## config.mk

```make
export PLATFORM = sky130hd
export DESIGN_NAME = apb_slave_regfile
export DESIGN_NICKNAME = d
export VERILOG_FILES = /design/src/rtl/apb_slave_regfile.sv
export SDC_FILE = /design/constraint.sdc
export NUM_CORES = 1
export LEC_CHECK = 0
export ABC_CLOCK_PERIOD_IN_PS = 4500
export CAP_MARGIN = 20
export CELL_PAD_IN_SITES_DETAIL_PLACEMENT = 1
export CELL_PAD_IN_SITES_GLOBAL_PLACEMENT = 1
export CORE_MARGIN = 5
export CORE_UTILIZATION = 30
export DETAILED_ROUTE_END_ITERATION = 8
export GPL_ROUTABILITY_DRIVEN = 1
export PLACE_DENSITY_LB_ADDON = 0.1
export SLEW_MARGIN = 20
export SYNTH_ARGS = -nofsm -noshare
export SYNTH_HDL_FRONTEND = slang
export SYNTH_SLANG_ARGS = --single-unit
```

## constraint.sdc

```tcl
create_clock -name clk -period 4.5 [get_ports clk]
set_clock_uncertainty 0.05 [all_clocks]
set_input_delay 0.45 -clock clk [delete_from_list [all_inputs] [get_ports clk]]
set_output_delay 0.45 -clock clk [all_outputs]
set_load 0.03 [all_outputs]
```

## src/rtl/apb_slave_regfile.sv

```systemverilog
// APB completer register bank: read-only ID word at index 0, DEPTH-1 R/W words, sticky
// protocol-error flag and completed-transfer counters. Define APB_SLV_WAIT_EN for Pready/wait states.
module apb_slave_regfile #(
    parameter int unsigned PSEL_IDX    = 0,
    parameter int unsigned DEPTH       = 16,
    parameter logic [31:0] ID_VALUE    = 32'hA5B0_0001,
    parameter int unsigned WAIT_CYCLES = 2
) (
    input  logic        clk,
    input  logic        rst,
    input  logic [2:0]  Pselx,
    input  logic        Penable,
    input  logic        Pwrite,
    input  logic [31:0] Paddr,
    input  logic [31:0] Pwdata,
    output logic [31:0] Prdata,
`ifdef APB_SLV_WAIT_EN
    output logic        Pready,
`endif
    output logic        proto_err,
    output logic [15:0] wr_count,
    output logic [15:0] rd_count
);

    localparam int unsigned AW = $clog2(DEPTH);

    if (PSEL_IDX > 2) begin : g_chk_psel
        $error("apb_slave_regfile: PSEL_IDX must be 0..2");
    end
    if (DEPTH < 2 || DEPTH > 256 || (DEPTH & (DEPTH - 1)) != 0) begin : g_chk_depth
        $error("apb_slave_regfile: DEPTH must be a power of 2 in 2..256");
    end

    // The state names the bus phase already seen: SETUP means a setup cycle was sampled
    // and the first access cycle is due now; ACCESS means an access is stretched by waits.
    typedef enum logic [1:0] {IDLE, SETUP, ACCESS} state_t;
    state_t state, state_nxt;

    logic          sel;
    logic          hold_ok;
    logic          access_ok;
    logic          ready_now;
    logic          complete;
    logic          do_setup;
    logic          set_err;
    logic          unused_ok;

    logic [31:0]   addr_q;
    logic          write_q;
    logic [31:0]   wdata_q;
    logic [AW-1:0] idx;
    logic [AW-1:0] idx_q;
    logic [31:0]   bank [DEPTH];

    assign sel       = Pselx[PSEL_IDX];
    assign idx       = Paddr[AW+1:2];
    assign idx_q     = addr_q[AW+1:2];
    assign hold_ok   = (Paddr == addr_q) && (Pwrite == write_q) && (Pwdata == wdata_q);
    assign unused_ok = ^{Pselx, 32'(WAIT_CYCLES)};

`ifdef APB_SLV_WAIT_EN
    localparam int unsigned CW = (WAIT_CYCLES < 1) ? 1 : $clog2(WAIT_CYCLES + 1);
    logic [CW-1:0] wait_cnt;
    logic          cnt_dec;

    assign ready_now = (wait_cnt == '0);
    assign cnt_dec   = access_ok && !ready_now;
    assign Pready    = complete && !rst;

    always_ff @(posedge clk) begin
        if (rst) begin
            wait_cnt <= '0;
        end else if (do_setup) begin
            wait_cnt <= CW'(WAIT_CYCLES);
        end else if (cnt_dec) begin
            wait_cnt <= wait_cnt - CW'(1);
        end
    end
`else
    assign ready_now = 1'b1;
`endif

    always_ff @(posedge clk) begin
        if (rst) begin
            state <= IDLE;
        end else begin
            state <= state_nxt;
        end
    end

    always_comb begin
        state_nxt = state;
        unique case (state)
            IDLE: begin
                state_nxt = do_setup ? SETUP : IDLE;
            end
            SETUP, ACCESS: begin
                if (access_ok) begin
                    state_nxt = complete ? IDLE : ACCESS;
                end else begin
                    state_nxt = do_setup ? SETUP : IDLE;
                end
            end
            default: state_nxt = IDLE;
        endcase
    end

    // A held-stable access cycle either completes or waits; anything else is a violation.
    always_comb begin
        access_ok = (state != IDLE) && sel && Penable && hold_ok;
        complete  = access_ok && ready_now;
        do_setup  = sel && !Penable && (state != ACCESS);
        set_err   = (state == IDLE) ? (sel && Penable) : !access_ok;
    end

    always_ff @(posedge clk) begin
        if (rst) begin
            Prdata    <= '0;
            proto_err <= 1'b0;
            wr_count  <= '0;
            rd_count  <= '0;
            addr_q    <= '0;
            write_q   <= 1'b0;
            wdata_q   <= '0;
            for (int unsigned i = 0; i < DEPTH; i++) begin
                bank[i] <= '0;
            end
        end else begin
            if (set_err) begin
                proto_err <= 1'b1;
            end
            if (do_setup) begin
                addr_q  <= Paddr;
                write_q <= Pwrite;
                wdata_q <= Pwdata;
                if (!Pwrite) begin
                    Prdata <= (idx == '0) ? ID_VALUE : bank[idx];
                end
            end
            if (complete) begin
                if (write_q) begin
                    if (idx_q != '0) begin
                        bank[idx_q] <= wdata_q;
                    end
                    wr_count <= wr_count + 16'd1;
                end else begin
                    rd_count <= rd_count + 16'd1;
                end
            end
        end
    end

endmodule

```

Word-level counts from Yosys, hierarchy flattened:

Memories as Yosys holds them, arrays and structs flattened.
Cells that the tools add are included.

* register bits after elaboration: 132
* bits of input ports: 71
* logic and storage cells: 53
* bits in writable memories: 512
* output and inout bits: 65
* memories: 1

* reduce and logical (&&, ||, !) cells: 19
* equality and inequality tests: 6
* muxes and demuxes: 15
* bitwise logic cells: 2
* add/subtract/negate cells: 2

Memory list
* bank: words 16, bits a word 32, read ports 1, clocked after memory_dff 0, write ports 16, RTL line 53 `logic [31:0] bank [DEPTH];`

Operators with widths (number)
* $eq 32x32->1: 2
* $mux 32: 2
* $add 16x1->16 const B: 2
* $reduce_or 32->1: 1
* $mux 1: 11
* $logic_and 1x1->1: 8
* $reduce_and 2->1: 3
* $logic_not 4->1: 1
* $mux 4: 1
* $reduce_bool 4->1: 1
* $eq 2x1->1 const B: 1
* $eq 2x2->1 const B: 1
* $logic_not 1->1: 2
* $logic_not 2->1: 1
* $ne 2x2->1 const B: 1
* $not 1->1: 2
* $pmux 1 s2: 1
* $reduce_bool 2->1: 1
* $reduce_or 2->1: 1
* $eq 1x1->1: 1

Depth between registers and ports, before layout:

Gate-level depths: netlist (run 1).

* depth after elaboration: 9
* depth in mapped cells: 12
* gate-level depth less buffers: 7

Worst setup path before layout (run 1):

Ideal clock, no wire load.

* kind: in2reg
* start: input port Paddr[4]
* end: memory bank[12][0], enable pin
* arrival: 3.388 ns
* stages: 11
* library setup time: 0.388 ns
* buffers on the path: 4
* slack: 0.674 ns
* path through: clkbuf_1 -> xnor2_1 -> nand4_1 -> nor4_1 -> nand4_1 -> or2_2 -> clkbuf_1 -> clkbuf_1 -> clkbuf_1 -> nor3_1 -> a21o_1

RTL lines
* start: declaration: RTL line 14 `input logic [31:0] Paddr,`
* end: declaration: RTL line 53

==> reports/results.txt, run 1 <==
FF+latch count, synth -> 642
Critical Path End Type -> flip-flop
Clk Latency, worst-skew pair -> 0.63 ns
DP Worst Slack -> 0.429 ns
first-pass GRT wire length -> 139 mm
max cap viols -> 0
total setup buffers inserted after CTS -> 0
slew margin rel. -> 26.2%
Critical Path AT -> 4.18 ns
CP peak stage delay -> 0.82 ns
Die Ht -> 320 µm
ANT nets after route -> 0
io pins -> 136
Tmin final -> 3.75 ns
Core Util, Final -> 36.4%
total CTS buffers -> 77
Setup crit start kind -> flip-flop
initial antenna violation count -> 9
post_cts resized -> 0
setup TNS -> 0 ns
Sink Count -> 642
CTS tree -> done
actual transition at the worst max-transition pin -> 1.11 ns
critical-path cell list -> nor2b_1 -> nor4_1 -> and4_1 -> nand4_1 -> or2_4 -> buf_12 -> nor4_2 -> buf_4 -> and2_2
power per cell area -> 399 nW/µm²
Die X-Extent -> 320 µm
synthesized cell area -> 28800 µm²
largest net degree at the start of global routing -> 132
DIE AREA -> 102000 µm²
max-slew violation count -> 0
Final Wtd Congestion -> 0.809
final number of setup-violating endpoints -> 0
Fin. Hold Viols -> 0
Worst Path Required -> 4.93 ns
crit path max-delay cell type -> dfxtp_1
fmax -> 267 MHz
status -> finished clean
Yosys Warn Count -> 0
Avg Cell Area, Syn -> 13.8 µm²
router iterations before antenna repair -> 5
ys flop type -> edfxtp_1
Cell variety after synth -> 60
Vias -> 18168
H-Tree Depth -> 3
Initial Util -> 30.3%
num rows -> 113
detailed-route DRC error count -> 0
Tot GR Track Use -> 18.5%
class of the worst hold path -> input pin to flip-flop
Leakage -> 11.4 nW
Setup CP Type -> flip-flop to flip-flop
I/O Buffers -> 133
PnR worst setup slack -> 0.753 ns
CTS root buffer -> clkbuf_16
drt wl/cell -> 26.8 µm
area delta synth->final -> 20.2%
layout cell share with drive strength beyond 1 -> 18.3%
Async S/R FF share, synth -> 0%
hpwl dp -> 60.0 mm
EDFF count, synth -> 511
synthesized instance count -> 2093
clock buffer depth -> 3
vias in the first global route -> 19651
core area -> 95200 µm²
RSZ-0062 raised after global routing -> false
Detailed Route Iter0 Violations -> 1267
drt total wl -> 95.7 mm
Period Utilization, post-route -> 83.3%
Vias/cell -> 5.08
nets@finish -> 2318
Power, Total -> 13.8 mW
Overflow after GRT -> 0
Worst R2R Path Depth -> 9
hold buffers post-CTS -> 0
hold path cells -> 3
Critical Path Fanout Max -> 28
Peak VDD IR -> 222 µV
CTS clk-pin slew, worst paths -> 0.06 ns
post-synthesis sequential area ratio -> 62.4%
-- sequential cells by signal (all words and copies together), names as in the netlist --
register,count
proto_err,1
write_q,1
bank,511
wr_count,16
wdata_q,32
Prdata,32
state,1
rd_count,16
addr_q,32
-- worst max-delay path, delay by kind of cell (launching register included) --
kind                   cells  cell delay [ns]
buffers and inverters      2             0.56
flip-flops                 1             0.82
AND/OR/NAND/NOR            7             2.14
-- cells in the mapped netlist (2+ instances only) --
| cell type | n | share of area, % |
|---|---|---|
| clkbuf_1 | 150 | 2.0 |
| or2b_1 | 2 | 0.052 |
| nor2b_1 | 18 | 0.39 |
| or4_1 | 8 | 0.21 |
| or3_1 | 6 | 0.13 |
| and2_1 | 381 | 8.3 |
| edfxtp_1 | 511 | 53 |
| nand2_1 | 158 | 2.1 |
| a22o_1 | 24 | 0.73 |
| a21oi_1 | 82 | 1.4 |
| buf_1 | 28 | 0.36 |
| a21o_1 | 9 | 0.23 |
| buf_6 | 3 | 0.12 |
| xnor2_1 | 53 | 1.6 |
| and4_1 | 2 | 0.061 |
| o2111ai_1 | 2 | 0.061 |
| dfxtp_1 | 131 | 9.1 |
| inv_1 | 24 | 0.31 |
| ha_1 | 2 | 0.087 |
| nor2_1 | 49 | 0.64 |
| o41ai_1 | 2 | 0.061 |
| nor3_1 | 31 | 0.54 |
| nand2b_1 | 17 | 0.37 |
| o21ai_0 | 15 | 0.26 |
| or4_4 | 2 | 0.078 |
| nand3_1 | 19 | 0.33 |
| xor2_1 | 2 | 0.061 |
| mux2_2 | 3 | 0.12 |
| o31ai_1 | 2 | 0.052 |
| nand4_1 | 28 | 0.61 |
| and2_2 | 5 | 0.13 |
| o22ai_1 | 6 | 0.13 |
| and2b_1 | 2 | 0.052 |
| a31o_2 | 3 | 0.091 |
| nand3b_1 | 2 | 0.052 |
| and3_1 | 7 | 0.15 |
| mux4_2 | 159 | 12 |
| nor4_1 | 117 | 2.5 |
| or2_2 | 5 | 0.11 |
| mux2i_1 | 3 | 0.10 |
-- where the power goes --
part | total [mW] | internal (mW) | switching [mW]
Clock | 5.94 | 3.40 | 2.53
Sequential | 6.80 | 6.67 | 0.129
Combinational | 1.09 | 0.463 | 0.626
Total | 13.8 | 10.5 | 3.29
-- cell type report --
type,instances,area (µm²)
Fill cell,9803,60500
Sequential cell,642,18000
Multi-Input combinational cell,1274,10300
Timing Repair Buffer,225,2330
Clock buffer,102,2140
Tap cell,1265,1580
Clock inverter,40,246
Inverter,25,93.8
Antenna cell,3,7.51
-- kinds of logic after synthesis --
family | synth area share [%]
and+or+nand+nor | 17.0
other | 0.0130
muxes | 12.7
adders and majority gates | 0.0868
AOI/OAI and AO/OA | 3.27
DFF | 62.4
xor gates and xnor gates | 1.77
buffers and inverters | 2.79
-- per-stage QoR --
step | area (µm²) | hold WS [ns] | cells
floorplan | 28900 | 0.390 | 2123
global placement | 32200 | 0.400 | 3431
detailed placement | 32200 | 0.405 | 3431
CTS | 34600 | 0.0952 | 3573
global route | 34600 | 0.119 | 3573
finish | 34600 | 0.139 | 3576
-- cell usage in the layout, fill, tap and decap left out, types with 9 or more instances in the layout --
cell type / Yosys / final
clkbuf_1: 150 / 18
nand2b_1: 17 / 16
nor4_1: 117 / 114
nor2_1: 49 / 47
conb_1: 1 / 31
buf_12: 0 / 25
clkinv_1: 1 / 16
clkbuf_16: 0 / 81
inv_1: 24 / 24
clkdlybuf4s50_1: 0 / 128
nand3_1: 19 / 19
a21o_2: 0 / 9
nor2b_1: 18 / 17
nand2_1: 158 / 155
dfxtp_1: 131 / 131
a21oi_1: 82 / 82
clkinv_2: 0 / 16
edfxtp_1: 511 / 511
xnor2_1: 53 / 53
a22o_1: 24 / 24
and2_1: 381 / 381
mux4_2: 159 / 159
buf_4: 1 / 66
nand4_1: 28 / 28
nor3_2: 0 / 12
nor3_1: 31 / 19
o21ai_0: 15 / 15
-- routing by layer --
layer  routed length [µm]  track usage, %  vias to the layer above
met1                41900            24.6                     9559
met4                 2000            4.87                        2
met2                47400            31.7                      408
met5                   13               0                        -
li1                     -               -                     8082
met3                 4430            3.09                      117
-- worst paths after layout --
kind	endpoint	slack, ns	startpoint
max	bank[12][27]$_SDFFCE_PN0P_	0.75	wdata_q[8]$_SDFFE_PP0P_
min	addr_q[4]$_SDFFE_PP0P_	0.14	Paddr[4]
max reg2reg	bank[12][27]$_SDFFCE_PN0P_	0.75	wdata_q[8]$_SDFFE_PP0P_
min reg2reg	addr_q[17]$_SDFFE_PP0P_	0.41	addr_q[17]$_SDFFE_PP0P_
No activity file was read; power rests on OpenSTA's default activity.
==> inputs of run 2 (changes only) <==
--- a/config.mk
+++ b/config.mk
@@ -5,7 +5,7 @@
 export SDC_FILE = /design/constraint.sdc
 export NUM_CORES = 1
 export LEC_CHECK = 0
-export ABC_CLOCK_PERIOD_IN_PS = 4500
+export ABC_CLOCK_PERIOD_IN_PS = 3600
 export CAP_MARGIN = 20
 export CELL_PAD_IN_SITES_DETAIL_PLACEMENT = 1
 export CELL_PAD_IN_SITES_GLOBAL_PLACEMENT = 1
==> constraint.sdc (replaced) <==
create_clock -name clk -period 3.6 [get_ports clk]
set_clock_uncertainty 0.05 [all_clocks]
set_input_delay 0.36 -clock clk [delete_from_list [all_inputs] [get_ports clk]]
set_output_delay 0.36 -clock clk [all_outputs]
set_load 0.03 [all_outputs]
==> run 2 against run 1 <==
  * Die area did not move
  * Sequential power is 24% higher
  * Sequential share of layout area fell by 1.0 points
  * Maximum frequency increased by 13%
  * Global-route usage fell by 0.51 points
  * Cell area grew 2.0%
  * Utilization up 0.73 points
  * Cell count grew 1.7%
  * Largest cell class unchanged
==> reports/results.txt, run 2 (same netlist as run 1, synthesis figures left out) <==
r2r startpoint -> addr_q[4]$_SDFFE_PP0P_
max cap viols -> 0
largest net degree at the start of global routing -> 132
final instance area -> 35300 µm²
ANT nets after route -> 0
total CTS buffers -> 78
fmax -> 302 MHz
core area -> 95200 µm²
Hold Slack -> 0.0905 ns
Hold EP -> bank[0][17]$_SDFFCE_PN0P_
hpwl dp -> 60.5 mm
Die Ht -> 320 µm
Final Wtd Congestion -> 0.803
number of fill cells -> 9770
class of the worst hold path -> input pin to flip-flop
nets@finish -> 2377
first-pass GRT wire length -> 137 mm
actual transition at the worst max-transition pin -> 0.976 ns
clock buffer depth -> 3
DP Worst Slack -> -0.333 ns
final number of setup-violating endpoints -> 0
fin cells -> 3636
max reg flops -> 511
Tmin final -> 3.31 ns
Clk Latency, worst-skew pair -> 0.62 ns
status -> finished clean
leading cell type in the layout, fill and taps excluded -> edfxtp_1
power per cell area -> 501 nW/µm²
CTS root buffer -> clkbuf_16
Initial Util -> 30.3%
total setup buffers inserted after CTS -> 0
Vias -> 18229
setup TNS -> 0 ns
Die X-Extent -> 320 µm
Worst Path Required -> 3.84 ns
num rows -> 113
initial antenna violation count -> 10
Core Util, Final -> 37.1%
vias in the first global route -> 19649
Setup crit start kind -> flip-flop
placed cell count -> 3489
DIE AREA -> 102000 µm²
Power, Total -> 17.7 mW
Vias/cell -> 5.01
CTS clk-pin slew, worst paths -> 0.06 ns
layout cell share with drive strength beyond 1 -> 20.4%
RSZ-0062 raised after global routing -> false
router iterations before antenna repair -> 7
Fin. Hold Viols -> 0
Post-DP Area -> 32800 µm²
H-Tree Depth -> 3
worst r2r dst -> bank[7][24]$_SDFFCE_PN0P_
hold buffers post-CTS -> 0
Period Utilization, post-route -> 91.9%
Leakage -> 11.8 nW
area delta synth->final -> 22.7%
commonest cells after routing, fill and taps aside -> edfxtp_1, and2_1, mux4_2
I/O Buffers -> 133
drt total wl -> 93.1 mm
Overflow after GRT -> 0
r2r setup slk -> 0.29 ns
Peak VDD IR -> 316 µV
hold path start -> rst
Largest Register -> bank
slew margin rel. -> 35.0%
io pins -> 136
Critical Path AT -> 3.55 ns
Worst R2R Path Depth -> 10
Detailed Route Iter0 Violations -> 1095
detailed-route DRC error count -> 0
Critical Path End Type -> flip-flop
hold path cells -> 1
drt wl/cell -> 25.6 µm
CTS tree -> done
Tot GR Track Use -> 18.0%
Setup CP Type -> flip-flop to flip-flop
post_cts resized -> 0
Sink Count -> 642
Critical Path Fanout Max -> 24
PnR worst setup slack -> 0.291 ns
max-slew violation count -> 0
## run 2: worst max-delay path by stage
| stage | from | to | cells past startpoint |
|---|---|---|---|
| after detailed placement | Paddr[13] | bank[7][22]$_SDFFCE_PN0P_ | 12 |
| after global routing | addr_q[4]$_SDFFE_PP0P_ | bank[11][29]$_SDFFCE_PN0P_ | 10 |
| after CTS | addr_q[4]$_SDFFE_PP0P_ | bank[7][0]$_SDFFCE_PN0P_ | 10 |
| after floorplan | Paddr[4] | bank[10][0]$_SDFFCE_PN0P_ | 10 |
| after global placement | Paddr[13] | bank[7][26]$_SDFFCE_PN0P_ | 12 |
| final | addr_q[4]$_SDFFE_PP0P_ | bank[7][24]$_SDFFCE_PN0P_ | 10 |
## run 2: layout make-up
cell class              instances  area (µm²)  share of cell area (%)
diodes                          3        7.51                  0.0212
repair buffers                283        2890                    8.18
multi-input cells            1274       10300                    29.1
clock buffers                 109        2200                    6.23
flip-flops and latches        642       18000                    50.8
well taps                    1265        1580                    4.48
clock inverters                35         320                   0.906
inverters                      25        93.8                   0.265
## run 2: power breakdown
| part | internal, mW | switching [mW] |
|---|---|---|
| Sequential | 8.34 | 0.118 |
| Clock | 4.64 | 3.15 |
| Combinational | 0.622 | 0.839 |
| Total | 13.6 | 4.11 |
## run 2: metal layers
layer,share of wire (%),vias to the layer above,track usage [%]
li1,-,8199,-
met1,44,9513,24.4
met2,49,404,30.4
met3,4.6,113,2.89
met4,2.1,0,4.56
met5,0,-,0
## run 2: worst max-delay path: stages, from the launching register on
cell and delay, ns:
dfxtp_1 0.37, xnor2_1 0.37, nand4_1 0.16, nor4_2 0.35
buf_4 0.17, nand4_1 0.24, or2_4 0.40, nor3_1 0.23
buf_4 0.17, a31o_2 0.20, buf_12 0.23
==> inputs of run 3 (changes only) <==
--- a/config.mk
+++ b/config.mk
@@ -10,7 +10,7 @@
 export CELL_PAD_IN_SITES_DETAIL_PLACEMENT = 1
 export CELL_PAD_IN_SITES_GLOBAL_PLACEMENT = 1
 export CORE_MARGIN = 5
-export CORE_UTILIZATION = 30
+export CORE_UTILIZATION = 51
 export DETAILED_ROUTE_END_ITERATION = 8
 export GPL_ROUTABILITY_DRIVEN = 1
 export PLACE_DENSITY_LB_ADDON = 0.1
==> run 3 against run 2 <==
  * Cell count is 15% lower
  * Maximum frequency rose by 1.0%
  * Non-clock buffer count up 2
  * Register-to-register slack better by 0.03 ns
  * Utilization increased by 24 points
  * First-iteration DRC count increased by 56%
  * Clock power fell by 6.3%
  * Worst setup slack improved by 0.034 ns
==> reports/results.txt, run 3 (same netlist as run 1, synthesis figures left out) <==
status -> finished clean
RSZ-0062 raised after global routing -> false
Tot GR Track Use -> 28.2%
Largest Register -> bank
busiest grt layer -> met2
leading cell type in the layout, fill and taps excluded -> edfxtp_1
CTS clk-pin slew, worst paths -> 0.06 ns
commonest cells after routing, fill and taps aside -> edfxtp_1, and2_1, mux4_2
actual transition at the worst max-transition pin -> 1.09 ns
drt wl/cell -> 27.5 µm
layout cell share with drive strength beyond 1 -> 19.8%
Initial Util -> 51.3%
nets@finish -> 2370
hpwl dp -> 55.1 mm
drt total wl -> 85.5 mm
Fin. Hold Viols -> 0
number of fill cells -> 5330
crit-path leading delay family -> simple AND/OR/NAND/NOR gates
I/O Buffers -> 133
CP bufs+invs -> 4
area delta synth->final -> 20.2%
Critical Path AT -> 3.53 ns
largest net degree at the start of global routing -> 120
Tmin final -> 3.27 ns
total CTS buffers -> 69
hold buffers post-CTS -> 0
Core Util, Final -> 61.6%
Critical Path Fanout Max -> 14
max cap viols -> 0
Detailed Route Iter0 Violations -> 1710
final number of setup-violating endpoints -> 0
total setup buffers inserted after CTS -> 0
Leakage -> 11.8 nW
clock buffer depth -> 3
Period Utilization, post-route -> 91.0%
power per cell area -> 497 nW/µm²
crit path max-delay cell type -> dfxtp_1
first-pass GRT wire length -> 128 mm
met3 Resource Use GR -> 5.59%
num rows -> 87
area occupied by multi-input gates -> 10300 µm²
class of the worst hold path -> input pin to flip-flop
Critical Path End Type -> flip-flop
Die X-Extent -> 248 µm
Peak VDD IR -> 352 µV
H-Tree Depth -> 3
fin cells -> 3107
Die Ht -> 248 µm
placed cell count -> 2981
io pins -> 136
max reg flops -> 511
Vias -> 18808
M1 GR Usage -> 38.2%
Worst Path Required -> 3.86 ns
DIE AREA -> 61400 µm²
fmax -> 305 MHz
slew margin rel. -> 27.0%
met2 usage -> 47.2%
ANT nets after route -> 0
CP peak stage delay -> 0.50 ns
post_cts resized -> 0
router iterations before antenna repair -> 5
Power, Total -> 17.2 mW
Overflow after GRT -> 0
max-slew violation count -> 0
Final Wtd Congestion -> 0.886
CTS tree -> done
initial antenna violation count -> 11
Setup CP Type -> flip-flop to flip-flop
core area -> 56200 µm²
Sink Count -> 642
detailed-route DRC error count -> 0
Setup crit start kind -> flip-flop
area occupied by registers -> 18000 µm²
critical-path cell list -> xnor2_1 -> nand4_1 -> nor4_1 -> buf_4 -> nand4_1 -> buf_4 -> or2_4 -> nor3_1 -> buf_4 -> a31o_2 -> buf_12
diodes inserted -> 0
vias in the first global route -> 20140
CTS root buffer -> clkbuf_16
cell repeated most along the worst path -> buf_4
Vias/cell -> 6.05
Clk Latency, worst-skew pair -> 0.61 ns
==> run 3: changes by cell type in the layout (fill, tap and decap cells not counted), moves of 4 or more <==
cell / before / now
clkbuf_16: 82 / 73
clkinv_2: 12 / 4
clkinvlp_4: 4 / 0
buf_12: 35 / 44
buf_4: 115 / 108
==> run 3: layer usage <==
metal,up-vias,wire length (µm)
li1,8162,-
met1,9732,34000
met2,770,42400
met3,132,6950
met4,12,2060
met5,-,83
==> run 3: final cells by class <==
type,instances,area share (%)
Sequential cell,642,51.9
Multi-Input combinational cell,1274,29.7
Timing Repair Buffer,285,8.77
Clock buffer,99,5.73
Tap cell,756,2.73
Clock inverter,26,0.950
Inverter,25,0.271
==> run 3: power by group <==
part	leakage [nW]	switching, mW	internal (mW)
combinational	4.70	0.785	0.634
sequential	5.92	0.134	8.34
clock	1.12	2.95	4.36
total	11.8	3.86	13.3
==> run 3: path summary, 6_finish.rpt <==
path	start	endpoint	slack (ns)	depth (start not counted)
hold / removal	rst	addr_q[3]$_SDFFE_PP0P_	0.12	2
hold reg to reg	addr_q[22]$_SDFFE_PP0P_	addr_q[22]$_SDFFE_PP0P_	0.42	2
setup / recovery	addr_q[4]$_SDFFE_PP0P_	bank[7][9]$_SDFFCE_PN0P_	0.33	11
setup reg to reg	addr_q[4]$_SDFFE_PP0P_	bank[7][9]$_SDFFCE_PN0P_	0.33	11
==> run 3: metrics by stage <==
stage / hold slack (ns) / TNS (ns) / area, µm² / setup WS (ns)
CTS: 0.0984 / 0 / 34600 / 0.395
global route: 0.124 / 0 / 34600 / 0.273
global placement: 0.402 / -0.384 / 32300 / -0.100
floorplan: 0.390 / 0 / 28900 / 0.00234
detailed placement: 0.409 / -8.41 / 32300 / -0.126
finish: 0.118 / 0 / 34600 / 0.325
==> run 3: worst reg2reg max path, stage by stage, from the launching register on <==
cell and delay (ns):
dfxtp_1 0.50, xnor2_1 0.22, nand4_1 0.13, nor4_1 0.44, buf_4 0.20, nand4_1 0.07, buf_4 0.17, or2_4 0.29
nor3_1 0.22, buf_4 0.18, a31o_2 0.29, buf_12 0.20
